`src/rtl/abr_1r1w_ram_arb.sv`:
```
// Round-robin arbiter and clear sequencer in front of a 1R1W synchronous RAM.
// Define ABR_RAM_ARB_FWD_EN to forward same-cycle write data to a colliding read.
module abr_1r1w_ram_arb #(
    parameter int DEPTH      = 64,
    parameter int DATA_WIDTH = 32,
    parameter int ADDR_WIDTH = $clog2(DEPTH),
    parameter int NUM_REQ    = 2
) (
    input  logic                             clk_i,
    input  logic                             rst_i,
    input  logic                             zeroize_i,
    output logic                             busy_o,
    input  logic [NUM_REQ-1:0]               wr_req_i,
    input  logic [NUM_REQ*ADDR_WIDTH-1:0]    wr_addr_i,
    input  logic [NUM_REQ*DATA_WIDTH-1:0]    wr_data_i,
    output logic [NUM_REQ-1:0]               wr_gnt_o,
    input  logic [NUM_REQ-1:0]               rd_req_i,
    input  logic [NUM_REQ*ADDR_WIDTH-1:0]    rd_addr_i,
    output logic [NUM_REQ-1:0]               rd_gnt_o,
    output logic [NUM_REQ-1:0]               rd_valid_o,
    output logic [DATA_WIDTH-1:0]            rd_data_o,
    output logic                             ram_we_o,
    output logic [ADDR_WIDTH-1:0]            ram_waddr_o,
    output logic [DATA_WIDTH-1:0]            ram_wdata_o,
    output logic                             ram_re_o,
    output logic [ADDR_WIDTH-1:0]            ram_raddr_o,
    input  logic [DATA_WIDTH-1:0]            ram_rdata_i
);

    localparam int unsigned IDXW   = $clog2(NUM_REQ);
    localparam int unsigned NREQ_U = NUM_REQ;
    localparam logic [ADDR_WIDTH-1:0] LAST_ADDR = ADDR_WIDTH'(DEPTH - 1);
    localparam logic [IDXW-1:0]       RST_PTR   = IDXW'(NUM_REQ - 1);
    localparam logic [NUM_REQ-1:0]    ONE_HOT0  = {{(NUM_REQ-1){1'b0}}, 1'b1};

    typedef enum logic {CLEAR, READY} state_t;

    state_t                 state_q, state_d;
    logic [ADDR_WIDTH-1:0]  cnt_q, cnt_d;
    logic [IDXW-1:0]        wr_last_q, rd_last_q;
    logic [NUM_REQ-1:0]     rd_vld_q;
    logic [IDXW:0]          wr_pick, rd_pick;
    logic [IDXW-1:0]        wr_idx, rd_idx;
    logic                   gnt_en;
    logic [DATA_WIDTH-1:0]  rd_word;

    // Returns {found, index}; scans offsets NUM_REQ..1 so the smallest offset after 'last' wins.
    function automatic logic [IDXW:0] rr_pick(input logic [NUM_REQ-1:0] req,
                                              input logic [IDXW-1:0]    last);
        logic [IDXW:0] pick;
        int unsigned   cand;
        pick = '0;
        for (int unsigned k = 0; k < NREQ_U; k++) begin
            cand = 32'(last) + (NREQ_U - k);
            if (cand >= NREQ_U) cand = cand - NREQ_U;
            if (req[cand[IDXW-1:0]]) pick = {1'b1, cand[IDXW-1:0]};
        end
        return pick;
    endfunction

    always_ff @(posedge clk_i) begin
        if (rst_i) begin
            state_q <= CLEAR;
            cnt_q   <= '0;
        end else begin
            state_q <= state_d;
            cnt_q   <= cnt_d;
        end
    end

    always_comb begin
        state_d = state_q;
        cnt_d   = cnt_q;
        case (state_q)
            CLEAR: begin
                if (zeroize_i) begin
                    cnt_d = '0;
                end else if (cnt_q == LAST_ADDR) begin
                    state_d = READY;
                    cnt_d   = '0;
                end else begin
                    cnt_d = cnt_q + 1'b1;
                end
            end
            READY: begin
                if (zeroize_i) begin
                    state_d = CLEAR;
                    cnt_d   = '0;
                end
            end
            default: begin
                state_d = CLEAR;
                cnt_d   = '0;
            end
        endcase
    end

    assign gnt_en  = (state_q == READY) && !zeroize_i && !rst_i;
    assign wr_pick = rr_pick(wr_req_i, wr_last_q);
    assign rd_pick = rr_pick(rd_req_i, rd_last_q);
    assign wr_idx  = wr_pick[IDXW-1:0];
    assign rd_idx  = rd_pick[IDXW-1:0];

    always_comb begin
        busy_o      = rst_i || (state_q == CLEAR);
        wr_gnt_o    = '0;
        rd_gnt_o    = '0;
        ram_we_o    = 1'b0;
        ram_waddr_o = '0;
        ram_wdata_o = '0;
        ram_re_o    = 1'b0;
        ram_raddr_o = '0;
        if (!rst_i) begin
            if (state_q == CLEAR) begin
                ram_we_o    = 1'b1;
                ram_waddr_o = cnt_q;
            end else if (gnt_en) begin
                if (wr_pick[IDXW]) begin
                    wr_gnt_o    = ONE_HOT0 << wr_idx;
                    ram_we_o    = 1'b1;
                    ram_waddr_o = wr_addr_i[wr_idx*ADDR_WIDTH +: ADDR_WIDTH];
                    ram_wdata_o = wr_data_i[wr_idx*DATA_WIDTH +: DATA_WIDTH];
                end
                if (rd_pick[IDXW]) begin
                    rd_gnt_o    = ONE_HOT0 << rd_idx;
                    ram_re_o    = 1'b1;
                    ram_raddr_o = rd_addr_i[rd_idx*ADDR_WIDTH +: ADDR_WIDTH];
                end
            end
        end
    end

    always_ff @(posedge clk_i) begin
        if (rst_i) begin
            wr_last_q <= RST_PTR;
            rd_last_q <= RST_PTR;
            rd_vld_q  <= '0;
        end else begin
            if (|wr_gnt_o) wr_last_q <= wr_idx;
            if (|rd_gnt_o) rd_last_q <= rd_idx;
            rd_vld_q <= rd_gnt_o;
        end
    end

`ifdef ABR_RAM_ARB_FWD_EN
    logic                  fwd_hit_q;
    logic [DATA_WIDTH-1:0] fwd_data_q;

    always_ff @(posedge clk_i) begin
        if (rst_i) begin
            fwd_hit_q  <= 1'b0;
            fwd_data_q <= '0;
        end else begin
            fwd_hit_q  <= ram_re_o && ram_we_o && (ram_raddr_o == ram_waddr_o);
            fwd_data_q <= ram_wdata_o;
        end
    end

    assign rd_word = fwd_hit_q ? fwd_data_q : ram_rdata_i;
`else
    assign rd_word = ram_rdata_i;
`endif

    // A reset arriving the cycle after a grant must suppress the already-registered valid.
    assign rd_valid_o = rst_i ? '0 : rd_vld_q;
    assign rd_data_o  = (|rd_valid_o) ? rd_word : '0;

endmodule

```
`config.mk`:
```
export PLATFORM = sky130hd
export DESIGN_NAME = abr_1r1w_ram_arb
export DESIGN_NICKNAME = d
export VERILOG_FILES = /design/src/rtl/abr_1r1w_ram_arb.sv
export SDC_FILE = /design/constraint.sdc
export NUM_CORES = 1
export LEC_CHECK = 0
export ABC_AREA = 1
export CELL_PAD_IN_SITES_DETAIL_PLACEMENT = 0
export CELL_PAD_IN_SITES_GLOBAL_PLACEMENT = 1
export CORE_AREA = 2 2 82 84
export CTS_BUF_LIST = sky130_fd_sc_hd__clkbuf_16
export CTS_CLUSTER_DIAMETER = 200
export DETAILED_ROUTE_END_ITERATION = 12
export DIE_AREA = 0 0 84 86
export DONT_BUFFER_PORTS = 1
export PLACE_DENSITY_LB_ADDON = 0.1
export SYNTH_ARGS = -nofsm -noshare
export SYNTH_HDL_FRONTEND = slang
export SYNTH_SLANG_ARGS = --single-unit
```
`constraint.sdc`:
```
create_clock -name clk_i -period 1.3 [get_ports clk_i]
set_input_delay 0 -clock clk_i [delete_from_list [all_inputs] [get_ports clk_i]]
set_output_delay 0 -clock clk_i [all_outputs]
set_load 0.02 [all_outputs]
```
After elaboration in Yosys (flattened, before gate mapping)
Cells that the tools add are included.
- add/subtract/negate cells: 9
- multipliers: 2
- magnitude comparators: 8
- equality and inequality tests: 2
- shift-type cells: 5
- multiplexer cells: 54
- bitwise logic cells: 1
- reductions and logical operators: 8
- operators by type and width (operator ; count):
    2-to-1 mux 32 bit ; 5
    2-to-1 mux 6 bit ; 11
    variable part select 64 x 7 -> 32 bit ; 1
    2-to-1 mux 2 bit ; 13
    variable part select 12 x 5 -> 6 bit ; 2
    2-to-1 mux 1 bit ; 23
    one-hot mux 6 bit (2 select lines) ; 1
    < comparator 1 x 2 -> 1 bit (second input constant) ; 4
    adder 1 x 2 -> 3 bit (second input constant) ; 2
    adder 6 x 1 -> 6 bit (second input constant) ; 1
    == test 6 bit (second input constant) ; 1
    >= comparator 3 x 2 -> 1 bit (second input constant) ; 2
    multiplier 1 x 2 -> 3 bit (second input constant) ; 2
    OR reduction 2 bit ; 3
    adder 1 x 1 -> 2 bit (second input constant) ; 2
    >= comparator 2 bit (second input constant) ; 2
    left shift 1 x 1 -> 2 bit (first input constant) ; 2
    subtractor 1 bit (second input constant) ; 4
    logical AND 1 bit ; 2
    logical NOT 1 bit ; 2
    != test 2 bit (second input constant) ; 1
    one-hot mux 1 bit (2 select lines) ; 1
    logical OR 1 bit ; 1
    NOT 1 bit ; 1
- register bits after elaboration: 11
- input port bits: 127
- logic and storage cells: 94

Longest topological paths before layout
- word-level depth: 13
- depth in mapped cells: 8
- mapped depth without buffers: 8

Least setup slack after synthesis
Ideal clock, no wire load.
- path kind: register to output
- start point: reg rd_vld_q[0]
- end point: out rd_data_o[10]
- arrival: 1.259 ns
- required time: 1.300 ns
- path slack: 0.041 ns
- cell stages (with the launch flop): 6
- path buffers: 1
- cells stage by stage: dfxtp_1 inv_1 nor2_1 nor2_1 buf_2 nor2_1
- word-level cells in the longest chain between the ends: 3
- RTL lines (item ; line ; source):
    from (decl) ; 41 ; logic [NUM_REQ-1:0] rd_vld_q;
    from (signal assigned) ; 141 ; rd_vld_q <= rd_gnt_o;
    2-to-1 mux 2 bit ; 165 ; assign rd_valid_o = rst_i ? '0 : rd_vld_q;
    net rd_valid_o[0] ; 20 ; output logic [NUM_REQ-1:0] rd_valid_o,
    OR reduction 2 bit ; 166 ; assign rd_data_o = (|rd_valid_o) ? rd_word : '0;
    2-to-1 mux 32 bit ; 166 ;
    to (decl) ; 21 ; output logic [DATA_WIDTH-1:0] rd_data_o,
The timed path passes the listed nets, and every way through them passes these cells.

Worst setup path after layout
- start point: reg wr_last_q
- end point: out ram_waddr_o[1]
- word-level cells in the longest chain between the ends: 13
- elaborated cells between the ends (all ways): 20
- RTL lines (item ; line ; source):
    from (decl) ; 40 ; logic [IDXW-1:0] wr_last_q, rd_last_q;
    from (signal assigned) ; 139 ; if (|wr_gnt_o) wr_last_q <= wr_idx;
    adder 1 x 2 -> 3 bit ; 54 ; cand = 32'(last) + (NREQ_U - k);
    >= comparator 3 x 2 -> 1 bit / subtractor 1 bit (equally long branches) ; 55 ; if (cand >= NREQ_U) cand = cand - NREQ_U;
    2-to-1 mux 1 bit ; 55 ;
    2-to-1 mux 1 bit (implied by the code) (2 in series) ; 56 ; if (req[cand[IDXW-1:0]]) pick = {1'b1, cand[IDXW-1:0]};
    2-to-1 mux 2 bit ; 56 ;
    2-to-1 mux 2 bit * ; 56 ;
    multiplier 1 x 2 -> 3 bit ; 121 ; ram_waddr_o = wr_addr_i[wr_idx*ADDR_WIDTH +: ADDR_WIDTH];
    variable part select 12 x 5 -> 6 bit ; 121 ;
    2-to-1 mux 6 bit * ; 118 ; if (wr_pick[IDXW]) begin
    2-to-1 mux 6 bit * ; 117 ; end else if (gnt_en) begin
    2-to-1 mux 6 bit * ; 114 ; if (state_q == CLEAR) begin
    2-to-1 mux 6 bit * ; 113 ; if (!rst_i) begin
    to (decl) ; 23 ; output logic [ADDR_WIDTH-1:0] ram_waddr_o,
Every way passes the cells marked *; elsewhere a longest branch is shown, timed or not. The select of a mux whose other input is x is not followed.

==> flow_summary_export.csv <==
group,metric,value,unit
status,status,"complete, but fails checks",
status,violations,"negative setup slack",
power,leakagePower,1.57,nW
finish,nets,546,
worst_setup_path,crit_path_cell_trace,"nand2_4, nand2_8, clkbuf_16, nand2_4, nand3_4, a21oi_2, buf_4",
grt,grtUsageTotal,0.171,
clock_network,numCtsBuffers,3,
sta,setup_viol,23,
worst_setup_path,rr_endpoint,"cnt_q[0]",
logic_synthesis,syn_area_per_cell,4.93,um^2
clock_network,clk_latency,240,ps
worst_setup_path,path_common_cell,"nand2_4",
worst_setup_path,reg2reg_from,"cnt_q[1]",
sta,maxSlewHeadroom,0.777,
worst_setup_path,setup.worst_path.start,"wr_last_q",
grt,grt_max_degree,22,
detailed_routing,num_vias,2283,
placed_design,dpl.hpwl,5500,um
finish,num_antenna_cells,0,
floorplanning,ioPinCount,212,
placed_design,post_dp_cell_area,2330,um^2
finish,postLayoutCellArea,2930,um^2
clock_network,cts-root-buf,"clkbuf_16",
placed_design,place_congestion,0.744,
sta,timing_hold_violations_final,0,
worst_setup_path,cp-start-kind,"flip-flop",
grt,grt_pass1_vias,1989,
logic_synthesis,synth_top_area_frac,0.292,
power,peakVddDrop,0.000817,V
logic_synthesis,synth_top_cell_by_area,"nor2_1",
logic_synthesis,synth-main-ff-cell,"dfxtp_1",
grt,grt_pass1_wl,10200,um
sta,slew_viol_final,0,
worst_setup_path,path_delay_family,"flip-flops",
detailed_routing,via_per_inst,4.62,
logic_synthesis,async_flop_share,0,
worst_setup_path,critical_path_buf_inv_count,2,
detailed_routing,drtIter0Drc,37,
worst_setup_path,path_class,"flip-flop to output pin",
placed_design,dp_slack,-242,ps
clock_network,numClockSinks,11,
detailed_routing,wl_per_cell,14.9,um
finish,area_delta_synth_final,86.9,%
worst_setup_path,reg2regPathDepth,8,
logic_synthesis,yosysMostFrequentCell,"nor2_1",
sta,setup_tns,-386,ps
worst_setup_path,r2r_slack,100,ps
worst_setup_path,critPathSlowestCell,"dfxtp_2",
sta,rsz0062_at_grt,"true",
sta,setup_ws,-53.5,ps
detailed_routing,drc,0,
sta,finalClockSkew,0.740,ps
logic_synthesis,syn-num-nets,446,
worst_setup_path,crit_end,"ram_waddr_o[1]",
logic_synthesis,synth.distinct_cells,22,
sta,post-route-period-util,1.04,
logic_synthesis,synthCells,318,
hold_path,hold_class,"input pin to flip-flop",
logic_synthesis,syn_area,1570,um^2
finish,fillers,686,
detailed_routing,drtPass1Iterations,4,
logic_synthesis,synth_warnings,0,
sta,tightest_slew,333,ps
grt,grt_overflow,0,
worst_setup_path,setup.worst_path.end_class,"output pin",
clock_network,clkTransAtPathRegs,40,ps
finish,multiInputGateArea,1300,um^2
sta,fmax,739,MHz
logic_synthesis,yosys-top-cells-area,"nor2_1 29%, dfxtp_1 14%, inv_1 12%",
worst_setup_path,cp_max_fo,4,
finish,drive_gt1_frac,0.410,
finish,final_util,0.467,
logic_synthesis,synth_edf_count,0,
worst_setup_path,critical_path.max_stage_delay,330,ps
floorplanning,dieArea,7220,um^2
hold_path,worstHoldPathCells,3,
floorplanning,die_w,84,um
clock_network,htreeDepth,1,
logic_synthesis,yosysSeqAreaShare,0.140,
placed_design,io_buffer_count,0,
floorplanning,start_util,0.250,
worst_setup_path,cp.arrival,1350,ps
floorplanning,fp.dieH,86,um
power,p_per_area,402,nW/um^2
clock_network,clock_path_buffers,2,
flow_run,max_cap_violations,0,
sta,fin_crit,1350,ps
detailed_routing,wl,7370,um
floorplanning,core,6280,um^2
worst_setup_path,crit_cells,7,
clock_network,cts_tree,"built",
detailed_routing,postRouteAntennaNets,0,
logic_synthesis,yosys-top-cells-count,"122 x nor2_1, 50 x inv_1, 46 x nand2_1",
grt,antenna_found_initial,0,
floorplanning,fp-row-count,29,
logic_synthesis,ys_ff_latch,11,
finish,ff_latch_area,223,um^2
worst_setup_path,worst_ep_required_time,1300,ps
## worst min path at each step
stage / slack, ps / start / to
final: 40 / zeroize_i / cnt_q[3]
after global routing: 80 / rst_i / cnt_q[2]
after CTS: 30 / rst_i / cnt_q[3]
after detailed placement: 170 / rst_i / ram_waddr_o[1]
after global placement: 170 / rst_i / ram_waddr_o[0]
after floorplan: 120 / ram_rdata_i[0] / rd_data_o[0]
## timing repair
| action | in CTS | in global routing |
|---|---|---|
| pin swaps | 7 | 20 |
| hold buffers | 2 | 0 |
| gates cloned | 3 | 4 |
| setup buffers | 3 | 3 |
| setup endpoints to repair | 72 | 82 |
| hold endpoints to repair | 5 | 0 |
| gates resized for setup | 40 | 62 |
## worst min-delay path: cells and delay by family
kind	cells	cell delay (ps)
AND/OR/NAND/NOR	2	140
AO/OA/AOI/OAI	1	80
## per-stage QoR
stage	hold slack (ps)	cells	power, W
2_1_floorplan	119	318	0.000474
3_3_place_gp	170	475	0.000520
3_5_place_dp	171	475	0.000521
4_1_cts	29.7	487	0.00111
5_1_grt	81.6	494	0.00124
6_report	38.6	494	0.00118
## registers in the layout, summed over array words and instances, names as in the netlist
name	count
cnt_q	6
state_q	1
rd_vld_q	2
rd_last_q	1
wr_last_q	1
## routing by layer
| metal | GRT usage | share of wire | vias up |
|---|---|---|---|
| met5 | 0 | 0 | - |
| met4 | 0.0337 | 0.019 | 0 |
| met2 | 0.339 | 0.55 | 97 |
| met3 | 0.0327 | 0.061 | 12 |
| met1 | 0.190 | 0.37 | 1016 |
| li1 | - | - | 1158 |
## cells by family after synthesis
group,share of synthesized area
compound gates,0.172
simple gates,0.478
buf+inv,0.191
xor+xnor,0.0112
flops,0.140
fa+ha+maj,0.00797
## layout by cell type, fill, tap and decap left out, drive strengths merged
master	count
nor2	126
a21oi	10
xor2	1
nand3b	2
dfxtp	11
xnor2	1
ha	1
dlygate4sd3	2
clkbuf	7
inv	52
buf	104
nand2	48
nand3	7
o21ai	44
clkinvlp	1
## area by class of cell
type,count,share of cell area
multi-input cells,240,0.443
clock buffers,3,0.0256
repair buffers,110,0.351
well taps,77,0.0328
clock inverters,1,0.00128
inverters,52,0.0704
flip-flops and latches,11,0.0759
## report_power, final
group	internal [W]	switching (W)
clock	0.000403	0.000145
combinational	0.000138	0.000148
sequential	0.000342	0.00000176
Power figures use the tool's default switching activity.
